**config.mk**
```make
export PLATFORM = sky130hd
export DESIGN_NAME = ppa_mp_seq
export DESIGN_NICKNAME = d
export VERILOG_FILES = /design/src/rtl/ppa_mp_seq_pkg.sv /design/src/rtl/ppa8.sv /design/src/rtl/rr_arb2.sv /design/src/rtl/ppa_mp_seq.sv
export SDC_FILE = /design/constraint.sdc
export NUM_CORES = 1
export LEC_CHECK = 0
export BUFFER_PORTS_ARGS = -buffer_cell sky130_fd_sc_hd__clkbuf_2
export CORE_MARGIN = 2
export CORE_UTILIZATION = 36
export DETAILED_ROUTE_END_ITERATION = 12
export PLACE_DENSITY = 0.63
export SKIP_CTS_REPAIR_TIMING = 1
export SYNTH_ARGS = -nofsm -noshare
export SYNTH_HDL_FRONTEND = slang
export SYNTH_SLANG_ARGS = --single-unit
export TNS_END_PERCENT = 50
```
**constraint.sdc**
```tcl
create_clock -name clk -period 3.7 [get_ports clk]
set_input_delay 0.74 -clock clk [delete_from_list [all_inputs] [get_ports clk]]
set_output_delay 0.74 -clock clk [all_outputs]
set_load 0.02 [all_outputs]
```
**src/rtl/ppa_mp_seq_pkg.sv**
```systemverilog
// Shared types and constants for the multi-precision add/sub sequencer.
// State encoding, byte width and requester ids live here.
package ppa_mp_seq_pkg;

    localparam int BYTE_W = 8;

    localparam logic ID0 = 1'b0;
    localparam logic ID1 = 1'b1;

    typedef enum logic [1:0] {
        IDLE = 2'd0,
        RUN  = 2'd1,
        DONE = 2'd2
    } state_e;

endpackage

```
**src/rtl/ppa8.sv**
```systemverilog
// 8-bit Kogge-Stone parallel-prefix adder with carry in/out.
// Three prefix levels (span 1, 2, 4) build group generate/propagate.
module ppa8 (
    input  logic [7:0] a,
    input  logic [7:0] b,
    input  logic       cin,
    output logic [7:0] sum,
    output logic       cout
);

    logic [7:0] g0, p0;
    logic [7:0] g1, p1;
    logic [7:0] g2, p2;
    logic [7:0] g3, p3;
    logic [8:0] c;

    // Bit-level generate/propagate and prefix combine per level
    always_comb begin
        g0 = a & b;
        p0 = a ^ b;
        g1 = g0 | (p0 & (g0 << 1));
        p1 = p0 & ~((~p0) << 1);
        g2 = g1 | (p1 & (g1 << 2));
        p2 = p1 & ~((~p1) << 2);
        g3 = g2 | (p2 & (g2 << 4));
        p3 = p2 & ~((~p2) << 4);
        c   = {g3 | (p3 & {8{cin}}), cin};
        sum  = p0 ^ c[7:0];
        cout = c[8];
    end

endmodule

```
**src/rtl/rr_arb2.sv**
```systemverilog
// Two-way round-robin arbiter; pointer remembers the last grant.
// Pointer resets to requester 1 so requester 0 wins the first tie.
module rr_arb2
    import ppa_mp_seq_pkg::*;
(
    input  logic clk,
    input  logic rst,
    input  logic valid0,
    input  logic valid1,
    input  logic update,
    output logic grant0,
    output logic grant1
);

    logic last;

    // Lone requester wins; on a tie the one not granted last wins
    always_comb begin
        grant0 = valid0 & (~valid1 | (last == ID1));
        grant1 = valid1 & (~valid0 | (last == ID0));
    end

    // Record the granted id whenever a grant is consumed
    always_ff @(posedge clk or posedge rst) begin
        if (rst) begin
            last <= ID1;
        end else if (update) begin
            last <= grant1 ? ID1 : ID0;
        end
    end

endmodule

```
**src/rtl/ppa_mp_seq.sv**
```systemverilog
// Byte-serial multi-precision add/sub over one shared 8-bit adder.
// Two requesters arbitrated round-robin; result on a valid/ready port.
module ppa_mp_seq
    import ppa_mp_seq_pkg::*;
#(
    parameter int WORDS = 4
) (
    input  logic                      clk,
    input  logic                      rst,
    input  logic                      req0_valid,
    output logic                      req0_ready,
    input  logic [WORDS*BYTE_W-1:0]   req0_a,
    input  logic [WORDS*BYTE_W-1:0]   req0_b,
    input  logic                      req0_sub,
    input  logic                      req1_valid,
    output logic                      req1_ready,
    input  logic [WORDS*BYTE_W-1:0]   req1_a,
    input  logic [WORDS*BYTE_W-1:0]   req1_b,
    input  logic                      req1_sub,
    output logic                      resp_valid,
    input  logic                      resp_ready,
    output logic [WORDS*BYTE_W-1:0]   resp_sum,
    output logic                      resp_cout,
    output logic                      resp_id
);

    localparam int N  = WORDS * BYTE_W;
    localparam int KW = $clog2(WORDS);
    localparam logic [KW-1:0] KLAST = KW'(WORDS - 1);

    state_e          state;
    logic [N-1:0]    a_r;
    logic [N-1:0]    b_r;
    logic [N-1:0]    sum_r;
    logic            cy;
    logic            id_r;
    logic [KW-1:0]   k;
    logic            g0, g1;
    logic            acc0, acc1;
    logic            idle;
    logic            sel_sub;
    logic [7:0]      byte_a, byte_b, byte_s;
    logic            byte_co;

    rr_arb2 u_arb (
        .clk    (clk),
        .rst    (rst),
        .valid0 (req0_valid),
        .valid1 (req1_valid),
        .update (acc0 | acc1),
        .grant0 (g0),
        .grant1 (g1)
    );

    ppa8 u_ppa8 (
        .a    (byte_a),
        .b    (byte_b),
        .cin  (cy),
        .sum  (byte_s),
        .cout (byte_co)
    );

    // Handshake decode and byte-select mux for the shared adder
    always_comb begin
        idle       = (state == IDLE);
        req0_ready = idle & g0 & ~rst;
        req1_ready = idle & g1 & ~rst;
        acc0       = req0_valid & req0_ready;
        acc1       = req1_valid & req1_ready;
        sel_sub    = acc1 ? req1_sub : req0_sub;
        byte_a     = a_r[k*BYTE_W +: BYTE_W];
        byte_b     = b_r[k*BYTE_W +: BYTE_W];
        resp_valid = (state == DONE);
        resp_cout  = (state == DONE) & cy;
        resp_sum   = sum_r;
        resp_id    = id_r;
    end

    // Accept, byte-serial run with chained carry, then hold result
    always_ff @(posedge clk or posedge rst) begin
        if (rst) begin
            state <= IDLE;
            a_r   <= '0;
            b_r   <= '0;
            sum_r <= '0;
            cy    <= 1'b0;
            id_r  <= ID0;
            k     <= '0;
        end else begin
            case (state)
                IDLE: begin
                    if (acc0 | acc1) begin
                        a_r   <= acc1 ? req1_a : req0_a;
                        b_r   <= (acc1 ? req1_b : req0_b)
                                 ^ {N{sel_sub}};
                        cy    <= sel_sub;
                        id_r  <= acc1 ? ID1 : ID0;
                        k     <= '0;
                        state <= RUN;
                    end
                end
                RUN: begin
                    sum_r[k*BYTE_W +: BYTE_W] <= byte_s;
                    cy <= byte_co;
                    k  <= k + KW'(1);
                    if (k == KLAST) begin
                        state <= DONE;
                    end
                end
                DONE: begin
                    if (resp_ready) begin
                        state <= IDLE;
                    end
                end
                default: state <= IDLE;
            endcase
        end
    end

endmodule
```
==> reports/qor.csv, run 1 <==
metric,value,unit
top-area cell type share of the netlist area,43.8,%
Total GRT Usage,18.7,%
global-route wire length before repair,25.4,mm
Ports,172,
die width,131,um
Sw Ratio,45.0,%
R2R depth,7,
initial antenna violation count,0,
Placed Area,6880,um^2
Post-synth EDFFs,0,
cell area after synthesis,5820,um^2
post-synth cell types,41,
"area leader, netlist",dfrtp_1,
Lkg Pwr,3.25,nW
H-tree lvl count,3,
Seq pwr share,31.0,%
final non-filler cell total,959,
Inserted Diodes,0,
Worst Path Required,3940,ps
Slew HR,28.9,%
Mapped Avg Cell Area,9.82,um^2
Final Setup Violations,0,
WL/cell,16.4,um
type of the most critical hold path,flop to flop,
Hold EP,u_arb.last$_DFFE_PP1P_,
Final Core Density,45.2,%
Vias/cell,5.15,
TritonCTS clock tree,done,
TNS Setup,0,ps
Final GP Congestion,0.824,
crit-path cells,"mux4_2, ha_1, o21ai_0, o21bai_1, a2111o_1, a21o_1, a32o_1",
sequential fraction of the synthesis area,44.3,%
Worst-Skew Late Latency,350,ps
First-pass DRT Iterations,4,
final period utilization,87.3,%
slowest CP cell,dfrtp_1,
Slew @ Worst Pin,1070,ps
"FF+latch count, synth",103,
Worst EP arrival,3470,ps
Clk pwr share,13.7,%
RR Startpoint,k[0]$_DFFE_PP0P_,
max_cap viols,0,
# DRC,0,
Final Hold Vio Count,0,
crit path capture type,flop,
DP Cell Count,945,
hold path depth,2,
Die H,131,um
Synthesized Nets,743,
hold_sp,u_arb.last$_DFFE_PP1P_,
total CTS buffers,9,
Crit Path Max Fanout,12,
Slew Limit Fails,0,
FF-to-FF End,resp_sum[30]$_DFFE_PP0P_,
Starting Density,36.8,%
Max Clock Freq,0.310,GHz
Iteration-0 DRC Markers,318,
hpwl dp,11.6,mm
Clock Sink Count,103,
cell area after layout,7160,um^2
top-count cell post-synth,nand2_1,
Tmin final,3230,ps
Synth Warn #,0,
Pwr Density,935,nW/um^2
part of the power in combinational logic,55.3,%
post-synthesis cell count,593,
nature of the critical path startpoint,flop,
status,completed,
vias in the first global route,4764,
die footprint,17200,um^2
total gr overflow,0,
DR vias,4935,
Total Power,6.70,mW
P_int,3.68,mW
P&R area growth vs syn,23.0,%
layout cells sized above 1,29.1,%
IO Port Bufs,171,
top post-synthesis cells by area,"dfrtp_1 (44%), xnor2_1 (10%), nand2_1 (7.3%)",
Nets,890,
clock buffer depth,2,
post-route ant nets,0,
Worst-path clk slew,70,ps
worst reg-to-reg setup slack,470,ps
unrepaired setup endpoints after global routing,false,
CP peak stage delay,750,ps
Peak VDD IR,516,uV
Commonest cells post-synth,"nand2_1 (113), dfrtp_1 (102), xnor2_1 (67), nor2_1 (41), o21ai_0 (41)",
largest net degree at the start of global routing,133,
P_sw,3.01,mW
row count,46,
top_reg_cell synth,dfrtp_1,
drt total wl,15.7,mm
ys async rst share,100,%
CP Class,flop to flop,
Root Driver,clkbuf_16,
core area,15800,um^2
Setup Skew,9.14,ps
[routing by layer]
metal / GRT usage (%) / vias to the layer above / wire length, um
met5: 0 / - / 0
met4: 6.16 / 0 / 342
met3: 3.94 / 23 / 865
met2: 29.0 / 143 / 7260
met1: 26.2 / 2352 / 7260
li1: - / 2417 / -
[power by group through the flow]
stage	combinational (mW)	clock, mW	sequential (mW)
floorplan	2.74	0	1.97
global route	4.09	0.976	2.14
detailed placement	3.69	0	2.10
finish	3.70	0.919	2.07
CTS	3.71	0.939	2.08
global placement	3.64	0	2.10
[logic make-up after synthesis]
logic type / synth area share [%]
AO/OA/AOI/OAI: 18.4
XOR/XNOR: 10.2
buffers and inverters: 3.44
adder cells (fa/ha/maj): 3.35
multiplexers: 6.19
AND/OR/NAND/NOR: 14.1
flip-flops: 44.3
[area by class of cell]
cell class,count,area (um^2)
clock inverter,4,48.8
tap,216,270
multi-input combinational,441,3060
sequential,103,2580
timing repair buffer,179,953
clock buffer,10,229
fill,1529,8670
inverter,6,25.0
[critical path, delay by kind of cell, from the launching register on]
kind | cells | cell delay [ps]
fa+ha+maj | 1 | 350
compound gates | 5 | 1410
mux | 1 | 590
flops | 1 | 750
[layout by cell type, fill, tap and decap left out, types with 5 or more instances in the layout]
| master | netlist | routed |
|---|---|---|
| nor2_1 | 41 | 41 |
| ha_1 | 14 | 14 |
| xnor2_1 | 67 | 67 |
| o211ai_1 | 36 | 36 |
| mux4_2 | 16 | 16 |
| a22o_1 | 24 | 24 |
| clkbuf_2 | 0 | 171 |
| dfrtp_1 | 102 | 102 |
| nand4_1 | 6 | 6 |
| nand3_1 | 6 | 5 |
| o21ai_0 | 41 | 41 |
| nand2_1 | 113 | 113 |
| clkbuf_16 | 0 | 9 |
| a31oi_1 | 33 | 33 |
| buf_4 | 1 | 5 |
[worst max-delay path by stage]
stage                      from                        to  slack, ps
2_1_floorplan               rst        a_r[0]$_DFFE_PP0P_        260
3_3_place_gp   k[0]$_DFFE_PP0P_  resp_sum[14]$_DFFE_PP0P_        520
3_5_place_dp   k[0]$_DFFE_PP0P_  resp_sum[30]$_DFFE_PP0P_        500
4_1_cts        k[0]$_DFFE_PP0P_  resp_sum[30]$_DFFE_PP0P_        470
5_1_grt        k[0]$_DFFE_PP0P_  resp_sum[30]$_DFFE_PP0P_        290
6_report       k[0]$_DFFE_PP0P_  resp_sum[30]$_DFFE_PP0P_        470
[per-stage QoR]
stage               setup WS (ps)  hold slack, ps
floorplan                     258             444
CTS                           470             470
global route                  287             485
finish                        469             464
detailed placement            496             459
global placement              522             459
[sequential cells by signal (all words and copies together), names as in the netlist]
signal and cells:
b_r 32, cy 1, state 2, resp_sum 32, u_arb.last 1, k 2
resp_id 1, a_r 32
Note: power is estimated with default switching activity, not from simulation.
==> inputs of run 2 (changes only) <==
--- a/config.mk
+++ b/config.mk
@@ -5,11 +5,12 @@
 export SDC_FILE = /design/constraint.sdc
 export NUM_CORES = 1
 export LEC_CHECK = 0
+export ABC_CLOCK_PERIOD_IN_PS = 3700
 export BUFFER_PORTS_ARGS = -buffer_cell sky130_fd_sc_hd__clkbuf_2
 export CORE_MARGIN = 2
-export CORE_UTILIZATION = 36
+export CORE_UTILIZATION = 52
 export DETAILED_ROUTE_END_ITERATION = 12
-export PLACE_DENSITY = 0.63
+export PLACE_DENSITY = 0.84
 export SKIP_CTS_REPAIR_TIMING = 1
 export SYNTH_ARGS = -nofsm -noshare
 export SYNTH_HDL_FRONTEND = slang
==> reports/qor.csv, run 2 (synthesized netlist as in run 1, its figures left out) <==
metric,value,unit,change
status,completed,,unchanged
crit path capture type,flop,,unchanged
H-tree lvl count,3,,unchanged
initial antenna violation count,0,,unchanged
FF-to-FF End,resp_sum[14]$_DFFE_PP0P_,,was resp_sum[30]$_DFFE_PP0P_
CP peak stage delay,680,ps,was 750 ps
Worst Path Required,3970,ps,was 3940 ps
Setup Skew,14.4,ps,was 9.14 ps
Slew Limit Fails,0,,unchanged
Total GRT Usage,27.1,%,was 18.7%
type of the most critical hold path,input pin to async pin,,was flop to flop
largest net degree at the start of global routing,68,,was 133
IO Port Bufs,171,,unchanged
Slew HR,30.7,%,was 28.9%
First-pass DRT Iterations,5,,was 4
Inserted Diodes,0,,unchanged
Root Driver,clkbuf_8,,was clkbuf_16
Clock Sink Count,103,,unchanged
max_cap viols,0,,unchanged
Pwr Density,939,nW/um^2,was 935 nW/um^2
hpwl dp,11.7,mm,was 11.6 mm
Fill cells,840,,was 1529
RR Startpoint,k[0]$_DFFE_PP0P_,,unchanged
Final GP Congestion,0.911,,was 0.824
total CTS buffers,9,,unchanged
Hold Slack,487,ps,was 464 ps
Worst-path clk slew,100,ps,was 70 ps
global-route wire length before repair,25.0,mm,was 25.4 mm
slowest CP cell,dfrtp_1,,unchanged
Tmin final,3170,ps,was 3230 ps
Crit Path Max Fanout,10,,was 12
Iteration-0 DRC Markers,355,,was 318
P&R area growth vs syn,19.9,%,was 23.0%
nature of the critical path startpoint,flop,,unchanged
DR vias,5250,,was 4935
vias in the first global route,5171,,was 4764
CP Class,flop to flop,,unchanged
die footprint,12100,um^2,was 17200 um^2
TNS Setup,0,ps,unchanged
R2R depth,8,,was 7
die width,110,um,was 131 um
Die H,110,um,was 131 um
"most common cell after layout, fill and taps aside",clkbuf_2,,unchanged
Final Hold Vio Count,0,,unchanged
# DRC,0,,unchanged
Nets,892,,was 890
Slew @ Worst Pin,1040,ps,was 1070 ps
core area,10900,um^2,was 15800 um^2
final period utilization,85.6,%,was 87.3%
unrepaired setup endpoints after global routing,false,,unchanged
clock buffer depth,2,,unchanged
Worst-Skew Late Latency,370,ps,was 350 ps
Ports,172,,unchanged
post-route ant nets,0,,unchanged
crit-path cells,"buf_4, mux4_2, ha_1, o21ai_0, o21bai_1, a2111o_1, a21o_1, a32o_1",,"was mux4_2, ha_1, o21ai_0, o21bai_1, a2111o_1, a21o_1, a32o_1"
Max Clock Freq,0.316,GHz,was 0.310 GHz
Final Setup Violations,0,,unchanged
total gr overflow,0,,unchanged
drt total wl,15.4,mm,was 15.7 mm
"commonest non-fill, non-tap cells in the layout","clkbuf_2 (171), nand2_1 (113), dfrtp_1 (102)",,unchanged
Peak VDD IR,579,uV,was 516 uV
Lkg Pwr,3.21,nW,was 3.25 nW
Starting Density,53.5,%,was 36.8%
WL/cell,17.3,um,was 16.4 um
row count,38,,was 46
Vias/cell,5.92,,was 5.15
crit path from,k[0]$_DFFE_PP0P_,,unchanged
TritonCTS clock tree,done,,unchanged
layout cells sized above 1,29.6,%,was 29.1%
worst reg-to-reg setup slack,530,ps,was 470 ps
Worst EP arrival,3440,ps,was 3470 ps
run 2: layout make-up:
type	instances	area, um^2	area share [%]
Clock buffer	10	138	1.97
Multi-Input combinational cell	441	3060	43.8
Sequential cell	103	2580	36.9
Clock inverter	6	67.6	0.968
Inverter	6	25.0	0.358
Tap cell	140	175	2.51
Timing Repair Buffer	181	943	13.5
run 2: worst max path at each step:
stage	to	slack [ps]	depth (start not counted)
floorplan	a_r[0]$_DFFE_PP0P_	260	1
global placement	resp_sum[14]$_DFFE_PP0P_	620	8
detailed placement	resp_sum[14]$_DFFE_PP0P_	550	8
CTS	resp_sum[14]$_DFFE_PP0P_	530	8
global route	resp_sum[21]$_DFFE_PP0P_	370	8
finish	resp_sum[14]$_DFFE_PP0P_	530	8
run 2: metal layers:
| metal | share of wire [%] | GRT usage (%) |
|---|---|---|
| met1 | 40 | 35.7 |
| met4 | 2.5 | 10.6 |
| met2 | 50 | 44.7 |
| met3 | 7.4 | 4.62 |
| met5 | 0 | 0 |
run 2: where the power goes:
group	total, mW	internal, mW	switching, mW
Combinational	3.78	1.54	2.24
Sequential	2.05	1.63	0.423
Clock	0.725	0.335	0.391
Total	6.56	3.50	3.06
run 2: stage by stage:
step	utilization [%]	total power, mW	worst slack [ps]	instances	area (um^2)
detailed placement	62.3	5.75	546	871	6780
floorplan	-	4.71	258	593	5820
CTS	64.1	6.50	526	887	6980
finish	64.1	6.56	532	887	6980
global route	64.1	7.00	371	887	6980
global placement	62.3	5.55	619	871	6780
run 2: critical path, delay by kind of cell, from the launching register on:
family	cells	cell delay, ps
buf+inv	1	270
fa+ha+maj	1	320
flops	1	680
compound gates	5	1270
mux	1	510
==> inputs of run 3 (changes only) <==
--- a/config.mk
+++ b/config.mk
@@ -5,12 +5,13 @@
 export SDC_FILE = /design/constraint.sdc
 export NUM_CORES = 1
 export LEC_CHECK = 0
+export ABC_AREA = 1
 export ABC_CLOCK_PERIOD_IN_PS = 3700
 export BUFFER_PORTS_ARGS = -buffer_cell sky130_fd_sc_hd__clkbuf_2
 export CORE_MARGIN = 2
-export CORE_UTILIZATION = 52
+export CORE_UTILIZATION = 53
 export DETAILED_ROUTE_END_ITERATION = 12
-export PLACE_DENSITY = 0.84
+export PLACE_DENSITY = 0.85
 export SKIP_CTS_REPAIR_TIMING = 1
 export SYNTH_ARGS = -nofsm -noshare
 export SYNTH_HDL_FRONTEND = slang
==> reports/qor.csv, run 3 <==
metric,value,unit,change
Top Family by Delay on Critical Path,compound AO/OA/AOI/OAI gates,,unchanged
vias in the first global route,5759,,was 5171
crit path from,k[0]$_DFFE_PP0P_,,unchanged
Final Core Density,65.6,%,was 64.1%
Max Clock Freq,0.380,GHz,was 0.316 GHz
Pwr Density,930,nW/um^2,was 939 nW/um^2
Hold EP,u_arb.last$_DFFE_PP1P_,,
top_reg_cell synth,dfrtp_1,,unchanged
top post-synthesis cells by area,"dfrtp_1 (42%), nand2_1 (17%), o21ai_0 (5.7%)",,"was dfrtp_1 (44%), xnor2_1 (10%), nand2_1 (7.3%)"
crit path capture type,flop,,unchanged
Slew HR,18.3,%,was 30.7%
Post-synth EDFFs,0,,unchanged
cell area after synthesis,6040,um^2,was 5820 um^2
hpwl dp,11.1,mm,was 11.7 mm
Most Crowded Layer GR,met2,,unchanged
Hold Slack,476,ps,was 487 ps
Crit Path Max Fanout,46,,was 10
Total Power,6.69,mW,was 6.56 mW
R2R depth,10,,was 8
sequential fraction of the synthesis area,42.7,%,was 44.3%
"most common cell after layout, fill and taps aside",nand2_1,,was clkbuf_2
# DRC,0,,unchanged
TritonCTS clock tree,done,,unchanged
drt total wl,15.5,mm,was 15.4 mm
Total GRT Usage,25.9,%,was 27.1%
IO Port Bufs,171,,unchanged
Fill cells,996,,was 840
type of the most critical hold path,flop to flop,,was input pin to async pin
final period utilization,71.2,%,was 85.6%
H-tree lvl count,3,,unchanged
Starting Density,55.0,%,was 53.5%
core area,11000,um^2,was 10900 um^2
Synth Warn #,0,,unchanged
"FF+latch count, synth",103,,unchanged
post-synthesis cell count,838,,was 593
Worst Path Required,3970,ps,about the same
Post-Place Setup Slack,950,ps,was 546 ps
die footprint,12300,um^2,was 12100 um^2
post-synth cell types,37,,was 41
post-route ant nets,0,,unchanged
Final GP Congestion,0.845,,was 0.911
met3 usage,4.70,%,was 4.62%
total CTS buffers,9,,unchanged
largest net degree at the start of global routing,97,,was 68
First-pass DRT Iterations,5,,unchanged
Clock Sink Count,103,,unchanged
Slew Limit Fails,0,,unchanged
Slew @ Worst Pin,1220,ps,was 1040 ps
area of the multi-input gates,2970,um^2,was 3060 um^2
top-count cell post-synth,nand2_1,,unchanged
global-route wire length before repair,26.4,mm,was 25.0 mm
crit-path cells,"buf_4, o21ai_0, o22ai_1, ha_1, nand3_1, nand2_1, xnor2_1, nor2_1, nand2_1, o21ai_0",,"was buf_4, mux4_2, ha_1, o21ai_0, o21bai_1, a2111o_1, a21o_1, a32o_1"
TNS Setup,0,ps,unchanged
nature of the critical path startpoint,flop,,unchanged
slowest CP cell,buf_4,,was dfrtp_1
max_cap viols,0,,unchanged
ys async rst share,100,%,unchanged
top-area cell type share of the netlist area,42.3,%,was 43.8%
Iteration-0 DRC Markers,465,,was 355
met2 Usage GRT,42.6,%,was 44.7%
CP peak stage delay,430,ps,was 680 ps
Peak VDD IR,564,uV,was 579 uV
Commonest cells post-synth,"nand2_1 (266), dfrtp_1 (102), nor2_1 (73), o21ai_0 (69), a21oi_1 (68)",,"was nand2_1 (113), dfrtp_1 (102), xnor2_1 (67), nor2_1 (41), o21ai_0 (41)"
Worst-path clk slew,70,ps,was 100 ps
clock buffer depth,2,,unchanged
"area leader, netlist",dfrtp_1,,unchanged
Final Hold Vio Count,0,,unchanged
Tmin final,2630,ps,was 3170 ps
Lkg Pwr,3.80,nW,was 3.21 nW
unrepaired setup endpoints after global routing,false,,unchanged
FF/Latch Area,2580,um^2,unchanged
layout cells sized above 1,21.8,%,was 29.6%
DR vias,5910,,was 5250
Root Driver,clkbuf_16,,was clkbuf_8
status,completed,,unchanged
WL/cell,13.7,um,was 17.3 um
total gr overflow,0,,unchanged
FF-to-FF End,resp_sum[10]$_DFFE_PP0P_,,was resp_sum[14]$_DFFE_PP0P_
row count,38,,unchanged
Mapped Avg Cell Area,7.20,um^2,was 9.82 um^2
hold path depth,2,,
Synthesized Nets,988,,was 743
critical path buffer and inverter count,1,,unchanged
worst setup margin,1070,ps,was 532 ps
P&R area growth vs syn,19.3,%,was 19.9%
Inserted Diodes,0,,unchanged
RR Startpoint,k[0]$_DFFE_PP0P_,,unchanged
hold_sp,u_arb.last$_DFFE_PP1P_,,
"commonest non-fill, non-tap cells in the layout","nand2_1 (266), clkbuf_2 (171), dfrtp_1 (102)",,"was clkbuf_2 (171), nand2_1 (113), dfrtp_1 (102)"
Worst-Skew Late Latency,350,ps,was 370 ps
CP Class,flop to flop,,unchanged
die width,111,um,was 110 um
Worst EP arrival,2910,ps,was 3440 ps
met1 usage,34.9,%,was 35.7%
worst reg-to-reg setup slack,1070,ps,was 530 ps
Setup Skew,10.5,ps,was 14.4 ps
Nets,1132,,was 892
Vias/cell,5.24,,was 5.92
Die H,111,um,was 110 um
Final Setup Violations,0,,unchanged
initial antenna violation count,0,,unchanged
Ports,172,,unchanged
-- run 3: worst max path at each step --
stage / depth (start not counted) / to / slack, ps
5_1_grt: 13 / resp_sum[11]$_DFFE_PP0P_ / 890
3_5_place_dp: 9 / b_r[17]$_DFFE_PP0P_ / 950
6_report: 10 / resp_sum[10]$_DFFE_PP0P_ / 1070
3_3_place_gp: 9 / b_r[17]$_DFFE_PP0P_ / 1030
2_1_floorplan: 6 / req1_ready / -4
4_1_cts: 10 / resp_sum[26]$_DFFE_PP0P_ / 1110
-- run 3: worst register-to-register path, stage by stage (launching register included) --
cell,delay (ps)
dfrtp_1,360
buf_4,430
o21ai_0,190
o22ai_1,400
ha_1,330
nand3_1,90
nand2_1,90
xnor2_1,160
nor2_1,250
nand2_1,110
o21ai_0,150
-- run 3: report_power, final --
part	total (mW)	switching, mW	internal [mW]
sequential	1.99	0.339	1.65
clock	0.989	0.424	0.565
combinational	3.72	2.48	1.24
total	6.69	3.24	3.45
-- run 3: per-stage QoR --
step | instance area, um^2 | std cells
CTS | 7200 | 1127
finish | 7200 | 1127
detailed placement | 6890 | 1111
floorplan | 6050 | 838
global route | 7200 | 1127
global placement | 6890 | 1111
-- run 3: cells by family (layout without fill, tap and decap cells) --
group           Yosys count  after routing  synth area share [%]
simple gates            435            435                  30.7
compound gates          169            169                  14.7
buf+inv                 113            262                  8.25
flops                   103            103                  42.7
fa+ha+maj                15             15                  3.23
xor+xnor                  3              3                 0.435
-- run 3: cell type report --
| cell class | instances | area share [%] |
|---|---|---|
| well taps | 140 | 2.43 |
| flip-flops and latches | 103 | 35.8 |
| inverters | 68 | 3.60 |
| multi-input cells | 622 | 41.2 |
| clock buffers | 12 | 3.56 |
| clock inverters | 4 | 0.765 |
| repair buffers | 178 | 12.6 |
-- run 3: per-layer routing --
metal	routed length (um)	vias to the layer above
li1	-	2985
met1	6760	2685
met2	7390	204
met3	986	36
met4	342	0
met5	0	-
